==> src/rtl/tx_cnt_pkg.sv <==
// Shared types and default widths for the transmit slot counter.
package tx_cnt_pkg;

  typedef enum logic {
    IDLE = 1'b0,
    RUN  = 1'b1
  } tx_state_e;

  localparam int unsigned TX_CNT_W    = 8;
  localparam int unsigned TX_PERIOD_W = 8;

endpackage

==> src/rtl/tx_period_sat.sv <==
// Saturating completed-period counter; clr wins over en.
module tx_period_sat
  import tx_cnt_pkg::*;
#(
  parameter int unsigned W = TX_PERIOD_W
) (
  input  logic         clk,
  input  logic         rst,
  input  logic         clr,
  input  logic         en,
  output logic [W-1:0] cnt
);

  logic [W-1:0] cnt_q, cnt_d;

  always_comb begin
    cnt_d = cnt_q;
    if (clr) begin
      cnt_d = '0;
    end else if (en && (cnt_q != '1)) begin
      cnt_d = cnt_q + W'(1);
    end
  end

  always_ff @(posedge clk) begin
    if (rst) begin
      cnt_q <= '0;
    end else begin
      cnt_q <= cnt_d;
    end
  end

  assign cnt = cnt_q;

endmodule

==> src/rtl/tx_down_counter.sv <==
// Loadable down-counter for transmit slots with run/idle FSM, auto-reload,
// abort and a registered done pulse. Define TXCNT_PERIOD_CNT_EN for period_cnt.
module tx_down_counter
  import tx_cnt_pkg::*;
#(
  parameter int unsigned WIDTH    = TX_CNT_W,
  parameter int unsigned PERIOD_W = TX_PERIOD_W
) (
  input  logic                clk,
  input  logic                rst,
  input  logic                load,
  input  logic [WIDTH-1:0]    load_val,
  input  logic                cnt_en,
  input  logic                auto_reload,
  input  logic                abort,
  output logic [WIDTH-1:0]    count,
  output logic                busy,
  output logic                done,
`ifdef TXCNT_PERIOD_CNT_EN
  output logic                tc,
  output logic [PERIOD_W-1:0] period_cnt
`else
  output logic                tc
`endif
);

  if (WIDTH < 2 || PERIOD_W < 1) begin : g_param_check
    $error("tx_down_counter: WIDTH must be >= 2 and PERIOD_W >= 1");
  end

  tx_state_e        state_q, state_d;
  logic [WIDTH-1:0] count_q, count_d;
  logic [WIDTH-1:0] reload_q, reload_d;
  logic             done_q, done_d;

  // RUN is only entered with a non-zero count, so count_q==0 in RUN cannot occur;
  // the hold fallback just keeps the counter from ever wrapping.
  always_comb begin
    state_d  = state_q;
    count_d  = count_q;
    reload_d = reload_q;
    done_d   = 1'b0;
    if (load) begin
      count_d  = load_val;
      reload_d = load_val;
      state_d  = (load_val != '0) ? RUN : IDLE;
    end else if (abort) begin
      state_d = IDLE;
    end else if ((state_q == RUN) && cnt_en) begin
      if (count_q > WIDTH'(1)) begin
        count_d = count_q - WIDTH'(1);
      end else if (count_q == WIDTH'(1)) begin
        done_d = 1'b1;
        if (auto_reload) begin
          count_d = reload_q;
        end else begin
          count_d = '0;
          state_d = IDLE;
        end
      end
    end
  end

  always_ff @(posedge clk) begin
    if (rst) begin
      state_q  <= IDLE;
      count_q  <= '0;
      reload_q <= '0;
      done_q   <= 1'b0;
    end else begin
      state_q  <= state_d;
      count_q  <= count_d;
      reload_q <= reload_d;
      done_q   <= done_d;
    end
  end

  assign count = count_q;
  assign busy  = (state_q == RUN);
  assign done  = done_q;
  assign tc    = ~|{cnt_en, count_q};

`ifdef TXCNT_PERIOD_CNT_EN
  // Counts alongside done: steps on the same edge that sets the done flop.
  tx_period_sat #(
    .W (PERIOD_W)
  ) u_period_sat (
    .clk (clk),
    .rst (rst),
    .clr (load),
    .en  (done_d),
    .cnt (period_cnt)
  );
`endif

endmodule

==> config.mk <==
export PLATFORM = sky130hd
export DESIGN_NAME = tx_down_counter
export DESIGN_NICKNAME = d
export VERILOG_FILES = /design/src/rtl/tx_cnt_pkg.sv /design/src/rtl/tx_period_sat.sv /design/src/rtl/tx_down_counter.sv
export SDC_FILE = /design/constraint.sdc
export NUM_CORES = 1
export LEC_CHECK = 0
export ABC_CLOCK_PERIOD_IN_PS = 2000
export CAP_MARGIN = 10
export CORE_MARGIN = 2
export CORE_UTILIZATION = 35
export CTS_CLUSTER_SIZE = 25
export DETAILED_ROUTE_END_ITERATION = 8
export PLACE_DENSITY = 0.57
export SYNTH_ARGS = -nofsm -noshare
export SYNTH_HDL_FRONTEND = slang
export SYNTH_SLANG_ARGS = --single-unit
==> constraint.sdc <==
create_clock -name clk -period 2 [get_ports clk]
set_input_delay 0.5 -clock clk [delete_from_list [all_inputs] [get_ports clk]]
set_output_delay 0.5 -clock clk [all_outputs]
set_load 0.05 [all_outputs]
# Word level (Yosys, flattened, before mapping)
# Cells that the tools add are included.
# totals
register_bits	18
output_inout_bits	11
word_cells	36
# op_classes
reduce_logical	11
eq_ne	4
n_lt_le_gt_ge	1
bitwise_logic	1
mux	14
addsub	1
# ops
cell	count
$mux 8	6
$reduce_bool 3->1	3
$reduce_or 9->1	1
$eq 8x1->1 const B	1
$gt 8x1->1 const B	1
$mux 1	8
$reduce_bool 8->1	1
$sub 8x1->8 const B	1
$reduce_or 5->1	1
$reduce_and 4->1	1
$ne 3x2->1 const B	1
$ne 3x3->1 const B	1
$reduce_and 3->1	1
$ne 2x2->1 const B	1
$reduce_bool 2->1	1
$logic_and 1x1->1	1
$logic_not 1->1	1
$not 1->1	1

# Logic depth before layout (Yosys ltp)
# Gate-level depths: netlist of the first run.
# depth
word_depth	6
depth_mapped	7

# Worst setup path before layout of the first run
# Ideal clock, no wire load.
# synth_timing
path_type	reg2out
startpoint	register count_q[3], in the netlist count[3]
endpoint	output port tc
stages_incl_launch_ff	4
slack_ps	-1299
required_time_ps	1500
arrival_time_ps	2799
path_buffers	1
path_cell_list	dfxtp_1 -> buf_6 -> or4_4 -> nor4_1
# synth_via
elab_chain_len	2
# synth_rtl
item	line_no	source
from (decl)	tx_down_counter.sv:32	logic [WIDTH-1:0] count_q, count_d;
from (signal assigned)	tx_down_counter.sv:72	count_q <= count_d;
$reduce_or 9->1	tx_down_counter.sv:81	assign tc = ~|{cnt_en, count_q};
$logic_not 1->1	tx_down_counter.sv:81	
to (decl)	tx_down_counter.sv:23	output logic tc
# No other way between the ends.

# Worst setup path in the final report of the first run
# layout_timing
startpoint	register count_q[4], in the netlist count[4]
endpoint	output port tc
# The elaborated chain is that of the path after synthesis.

==> results of run 1 <==
synthesized netlist by cell type, types with 2 or more instances:
cell | instances | share of area
nor4_1 | 4 | 0.023
and2_1 | 2 | 0.011
ha_1 | 2 | 0.023
o21ai_0 | 3 | 0.014
inv_1 | 5 | 0.017
clkbuf_1 | 3 | 0.010
nor2b_1 | 3 | 0.017
a221o_1 | 4 | 0.036
or2_2 | 2 | 0.011
or3_1 | 2 | 0.011
and3_1 | 3 | 0.017
a32oi_1 | 4 | 0.032
a21oi_1 | 7 | 0.032
o31ai_1 | 2 | 0.014
buf_2 | 2 | 0.0090
nor2_1 | 12 | 0.041
nand2_1 | 8 | 0.027
dfxtp_1 | 18 | 0.33
a211oi_1 | 2 | 0.014
nand2b_1 | 2 | 0.011
mux2i_1 | 9 | 0.081
nor3_1 | 2 | 0.0090
registers in the layout, indices dropped and copies added (netlist names):
signal / cells
count: 8
reload_q: 8
busy: 1
done: 1
cell families after synthesis:
| logic type | Yosys count | synth area share |
|---|---|---|
| AND/OR/NAND/NOR | 51 | 0.272 |
| AO/OA/AOI/OAI | 33 | 0.242 |
| multiplexers | 9 | 0.0813 |
| flip-flops | 18 | 0.325 |
| adder cells (fa/ha/maj) | 2 | 0.0226 |
| XOR/XNOR | 1 | 0.00790 |
| buffers and inverters | 12 | 0.0497 |
per-stage QoR:
step	worst slack, ns	cells	util
floorplan	-0.285	126	-
global placement	-0.0633	206	0.508
detailed placement	-0.137	206	0.508
CTS	-0.169	211	0.519
global route	-0.230	213	0.528
finish	-0.155	213	0.528
final timing paths:
| kind | startpoint | slack [ns] | end | cells past startpoint |
|---|---|---|---|---|
| hold reg to reg | reload_q[7]$_SDFFE_PP0P_ | 0.49 | reload_q[7]$_SDFFE_PP0P_ | 2 |
| setup / recovery | count[4]$_SDFFE_PP0P_ | -0.15 | tc | 3 |
| hold / removal | reload_q[7]$_SDFFE_PP0P_ | 0.49 | reload_q[7]$_SDFFE_PP0P_ | 2 |
| setup reg to reg | count[4]$_SDFFE_PP0P_ | -0.08 | count[4]$_SDFFE_PP0P_ | 7 |
final cells by class:
type                       count  area, um2  share of cell area
timing repair buffer          46        409               0.256
multi-input combinational     96        721               0.451
clock buffer                   4       26.3              0.0164
inverter                       5       18.8              0.0117
tap                           44       55.1              0.0344
sequential                    18        369               0.231
power by group through the flow:
stage / clock [mW] / sequential (mW) / combinational (mW)
4_1_cts: 0.201 / 0.401 / 0.355
2_1_floorplan: 0 / 0.451 / 0.178
6_report: 0.196 / 0.401 / 0.368
3_5_place_dp: 0 / 0.409 / 0.349
3_3_place_gp: 0 / 0.408 / 0.351
5_1_grt: 0.219 / 0.405 / 0.396
layer usage:
layer / part of all wire / global-route usage
met1: 0.47 / 0.278
met2: 0.45 / 0.292
met3: 0.071 / 0.0368
met4: 0.010 / 0.0603
met5: 0 / 0
repair_timing:
action | in CTS | in global routing
pin swaps | 2 | 6
endpoints found under the setup margin | 1 | 8
setup buffers | 1 | 2
resized for setup | 0 | 3
critical path, cell delays in order (launching register included):
cell	delay [ns]
dfxtp_2	0.34
or4_4	0.55
nor4_4	0.29
buf_12	0.18
==> impl_metrics.ini, run 1 <==
[logic_synthesis]
synth_edf_count = 0
syn-num-nets = 142
synthFlopType = dfxtp_1
synth_cell_type_count = 47
synthesis.instances = 126
synthArstFlopShare = 0
syn_avg_cell_area_um2 = 8.80
synth_seq_cells = 18
ys_warn_count = 0
synth_area_mm2 = 0.00111
yosysSeqAreaShare = 0.325

[grt]
grt_usage = 0.194
grt_pass1_vias = 1092
grt_pass1_wl_um = 5360
antenna_found_initial = 0
grt_max_degree = 14
overflow = 0

[placement]
gp_congestion = 0.945
dp_hpwl_um = 2490
place_area_mm2 = 0.00154
portBuffers = 24

[critical_path]
cp_max_fo = 2
critical_path_required_ns = 1.50
crit_type = flop to output port
worstSetupEndpointType = output port
startpoint_type = flop
cp.arrival_ns = 1.65

[run]
drv_cap = 0

[layout]
area_growth_pct = 44.2
drive_above_1_share = 0.302
fillCellCount = 282
nets = 186
stdcell_area_mm2 = 0.00160
final_cell_mix = 29 x buf_4, 14 x clkdlybuf4s50_1, 13 x dfxtp_1
layout_commonest_cell = buf_4
diodes = 0

[power_and_ir_drop]
p_total_uw = 965
p_int_uw = 623
p_sw_uw = 341
power_frac_seq = 0.416
power.leakage_nw = 0.659
power_per_cell_area_mw_per_mm2 = 603
switching_share = 0.354
vdd_drop_max_mv = 0.312
combPwrFrac = 0.381
power_frac_clock = 0.203

[cts]
clk_pin_slew_ns = 0.11
cts_max_level = 1
cts.sink_count = 18
cts_tree = done
cts_root_buf = clkbuf_4
hold_buffers = 0
clockBufferDepth = 2
clkLatencyLatePin_ns = 0.29
cts_buffers = 3

[routing]
drt_first_pass_iters = 4
antenna_left = 0
routed_via_density = 5.47
drt_first_iter_violations = 66
wl_per_cell_um = 15.0
drt_wl_total_um = 3200
drcViolationCount = 0
vias = 1166

[timing]
fin_skew_ns = 0.000578
holdWs_ns = 0.493
tns_ns = -0.453
fin_crit_ns = 2.15
fin_crit_sh = 1.08
max_freq_ghz = 0.464
worst_pin_slew_ns = 0.486
hold_viol = 0
rsz0062_at_grt = yes
slew_headroom = 0.675
drv_slew = 0
setup_viol_count_final = 6
worst_slack_ns = -0.155

[run_status]
outcome = complete, but fails checks
violations = setup timing

[floorplan]
die_w_um = 60.3
core_mm2 = 0.00303
row_count = 20
die_h_um = 60.3
start_util = 0.366
io_pins = 25
die-area_mm2 = 0.00363

[min_path]
hold_path_class = flop to flop
Power figures use the tool's default switching activity.
==> run 2, diff against run 1 <==
Settings changed: ABC_CLOCK_PERIOD_IN_PS 2000 to default, PLACE_DENSITY 0.57 to 0.55.
Clock period 2 ns to 2.3 ns, I/O delays scaled along.
==> run 2 against run 1 <==
The flow now finishes without violations. Core utilization decreased by 3.5 points. Clock-buffer cell count did not move. Sequential power decreased by 11%. Routed wire length rose by 1.2%. Via count is 3.1% lower. Largest cell class unchanged. Largest power group unchanged.
==> impl_metrics.ini, run 2 (synthesis results as in run 1) <==
[floorplan]
start_util = 0.366
core_mm2 = 0.00303
io_pins = 25
row_count = 20
die_w_um = 60.3
die_h_um = 60.3
die-area_mm2 = 0.00363

[timing]
max_freq_ghz = 0.453
fin_crit_ns = 2.21
holdWs_ns = 0.489
setup_viol_count_final = 0
drv_slew = 0
fin_crit_sh = 0.960
slew_headroom = 0.597
rsz0062_at_grt = no
hold_viol = 0
worst_slack_ns = 0.0913
worst_pin_slew_ns = 0.603
fin_skew_ns = 0.00465

[routing]
drt_wl_total_um = 3240
antenna_left = 0
drt_first_pass_iters = 4
wl_per_cell_um = 16.2
routed_via_density = 5.65
drt_first_iter_violations = 45
vias = 1130
drcViolationCount = 0

[cts]
clockBufferDepth = 2
cts_root_buf = clkbuf_4
cts_buffers = 3
clkLatencyLatePin_ns = 0.30
cts.sink_count = 18
cts_tree = done
clk_pin_slew_ns = 0.11
cts_max_level = 1

[power_and_ir_drop]
vdd_drop_max_mv = 0.270
power_per_cell_area_mw_per_mm2 = 552
p_total_uw = 824
power.leakage_nw = 0.572

[placement]
gp_congestion = 0.892
post-place-ws_ns = 0.0240
portBuffers = 24
dp_hpwl_um = 2450
place_area_mm2 = 0.00145

[critical_path]
cp_max_fo = 8
worstSetupEndpointType = output port
critical_path_required_ns = 1.73
cp.arrival_ns = 1.63
crit_type = flop to output port
startpoint_type = flop

[layout]
area_growth_pct = 34.6
layout_commonest_cell = clkdlybuf4s50_1
stdcell_area_mm2 = 0.00149
nets = 173
fillCellCount = 318
drive_above_1_share = 0.179
multi_input_area_um2 = 713
final_cell_mix = 21 x clkdlybuf4s50_1, 15 x dfxtp_1, 12 x nor2_1
diodes = 0
regArea_um2 = 367

[run]
drv_cap = 0

[min_path]
hold_path_class = flop to flop

[grt]
antenna_found_initial = 0
grt_usage = 0.199
grt_pass1_vias = 1074
grt_max_degree = 14
overflow = 0
grt_pass1_wl_um = 5370

[run_status]
outcome = finished clean
run 2: changes by cell type in the layout (fill, tap and decap cells not counted), sizes merged:
cell           delta
clkdlybuf4s50     +7
buf              -20
run 2: cell type report:
cell class | instances | share of cell area
clock buffer | 4 | 0.0176
inverter | 5 | 0.0126
multi-input combinational | 96 | 0.478
sequential | 18 | 0.246
tap | 44 | 0.0369
timing repair buffer | 33 | 0.210
run 2: power breakdown:
group | switching [mW] | internal, mW
registers | 0.0263 | 0.331
clock network | 0.104 | 0.0676
logic | 0.166 | 0.130
run 2: path summary, 6_finish.rpt:
kind         slack [ns]  cells after the start                      from                        to
max                0.09                      3     count[0]$_SDFFE_PP0P_                        tc
min                0.49                      2  reload_q[7]$_SDFFE_PP0P_  reload_q[7]$_SDFFE_PP0P_
max reg2reg        0.26                      5     count[4]$_SDFFE_PP0P_     count[2]$_SDFFE_PP0P_
min reg2reg        0.49                      2  reload_q[7]$_SDFFE_PP0P_  reload_q[7]$_SDFFE_PP0P_
run 2: critical path, stage by stage (launching register included):
cell and delay, ns:
dfxtp_1 0.40, or3_4 0.45, nor4_4 0.31, buf_12 0.18
run 2: per-stage QoR:
stage	util	setup TNS [ns]	cells
5_1_grt	0.493	0	200
2_1_floorplan	-	-0.103	126
4_1_cts	0.491	0	200
6_report	0.493	0	200
3_5_place_dp	0.480	0	195
3_3_place_gp	0.480	0	195
run 2: routing by layer:
metal  up-vias  routed length [um]  global-route usage
met3         2                 178              0.0260
met2        35                1530               0.304
met5         -                   0                   0
met4         0                  24              0.0540
li1        543                   -                   -
met1       550                1500               0.292
run 2: timing repair:
action,4_1_cts,5_1_grt
setup endpoints to repair,1,1
gates resized for setup,0,1
hold buffers,0,0
pin swaps,2,0
setup buffers,1,0
==> run 3, diff against run 2 <==
==> constraint.sdc (replaced) <==
create_clock -name clk -period 2.3 [get_ports clk]
set_input_delay 0.345 -clock clk [delete_from_list [all_inputs] [get_ports clk]]
set_output_delay 0.345 -clock clk [all_outputs]
set_load 0.05 [all_outputs]
==> run 3 against run 2 <==
Non-clock buffer count down 1. Cell count is 0.50% lower. Routed wire length shrank 8.2%. Clock power grew 18%. Largest power group unchanged. Highest routed layer unchanged. Core utilization hardly changed.
==> impl_metrics.ini, run 3 (synthesis results as in run 1) <==
[timing]
hold_viol = 0
drv_slew = 0
worst_pin_slew_ns = 0.504
slew_headroom = 0.663
fin_crit_ns = 2.12
fin_crit_sh = 0.920
setup_viol_count_final = 0
rsz0062_at_grt = no
max_freq_ghz = 0.473
tns_ns = 0
fin_skew_ns = 0.00772

[cts]
cts_setup_buffers = 0
cts.sink_count = 18
cts_root_buf = clkbuf_4
clockBufferDepth = 2
clk_pin_slew_ns = 0.11
cts_resized = 0
clkLatencyLatePin_ns = 0.30
cts_tree = done
cts_max_level = 1
cts_buffers = 3
hold_buffers = 0

[run_status]
outcome = finished clean

[floorplan]
start_util = 0.366
die_w_um = 60.3
row_count = 20
die_h_um = 60.3
core_mm2 = 0.00303
die-area_mm2 = 0.00363
io_pins = 25

[critical_path]
crit_type = flop to output port
cp_cell_sequence = or4_4 -> nor4_4 -> buf_12
cp.arrival_ns = 1.77
cp_max_fo = 7
crit_buf_inv = 1
critical_path_required_ns = 1.96
startpoint_type = flop
worstSetupEndpointType = output port
critPathSlowestCell = or4_4
cpPeakStageDelay_ns = 0.59
critPathTopFamily = simple AND/OR/NAND/NOR gates

[layout]
area_growth_pct = 34.8
diodes = 0
drive_above_1_share = 0.148
final_cell_mix = 23 x clkdlybuf4s50_1, 18 x dfxtp_1, 12 x nor2_1
layout_commonest_cell = clkdlybuf4s50_1
stdcell_count = 199
nets = 172

[grt]
grt_pass1_wl_um = 4730
overflow = 0
grt_pass1_vias = 999
grt_usage = 0.176
grt_max_degree = 14
antenna_found_initial = 0

[placement]
gp_congestion = 0.870
dp_hpwl_um = 2330
dp.cells = 195
portBuffers = 24

[power_and_ir_drop]
power.leakage_nw = 0.572
vdd_drop_max_mv = 0.331
power_per_cell_area_mw_per_mm2 = 564

[routing]
vias = 1072
drt_first_pass_iters = 6
drt_wl_total_um = 2970
drcViolationCount = 0
wl_per_cell_um = 14.9
drt_first_iter_violations = 41
routed_via_density = 5.39
antenna_left = 0

[min_path]
hold_path_class = flop to flop

[run]
drv_cap = 0
[run 3: changes by cell type in the layout (fill, tap and decap cells not counted), moves of 2 or more]
cell / previous run / this run
buf_4: 11 / 8
dfxtp_2: 2 / 0
dfxtp_1: 15 / 18
clkdlybuf4s50_1: 21 / 23
[run 3: layout make-up]
cell class                      instances  area, um2
Sequential cell                        18        360
Clock buffer                            4       36.3
Multi-Input combinational cell         96        713
Fill cell                             297       1530
Timing Repair Buffer                   32        310
Tap cell                               44       55.1
Inverter                                5       18.8
[run 3: final timing paths]
kind | start | to | slack, ns | cells past startpoint
min | reload_q[7]$_SDFFE_PP0P_ | reload_q[7]$_SDFFE_PP0P_ | 0.48 | 2
min reg2reg | reload_q[7]$_SDFFE_PP0P_ | reload_q[7]$_SDFFE_PP0P_ | 0.48 | 2
max | count[5]$_SDFFE_PP0P_ | tc | 0.18 | 3
max reg2reg | count[0]$_SDFFE_PP0P_ | count[4]$_SDFFE_PP0P_ | 0.36 | 5
[run 3: metrics by stage]
step | utilization | setup WS [ns] | hold slack (ns) | cell area, um2 | power, mW
after CTS | 0.493 | 0.174 | 0.489 | 1490 | 0.848
after detailed placement | 0.481 | 0.324 | 0.472 | 1460 | 0.647
after global routing | 0.493 | 0.128 | 0.519 | 1490 | 0.882
after global placement | 0.481 | 0.312 | 0.460 | 1460 | 0.649
final | 0.493 | 0.184 | 0.481 | 1490 | 0.843
after floorplan | - | 0.0451 | 0.451 | 1130 | 0.545
[run 3: metal layers]
metal  track usage  routed length (um)  vias up
li1              -                   -      544
met1         0.243                1470      479
met2         0.278                1320       45
met3        0.0390                 150        4
met4        0.0381                  34        0
met5             0                   0        -
[run 3: report_power, final]
group	switching [mW]	internal (mW)
registers	0.0205	0.330
logic	0.165	0.125
clock network	0.105	0.0966
[run 3: tightest hold or removal path, stage by stage (launching register included)]
cell and delay, ns:
dfxtp_1 0.32, nand2b_1 0.06, a21oi_1 0.06
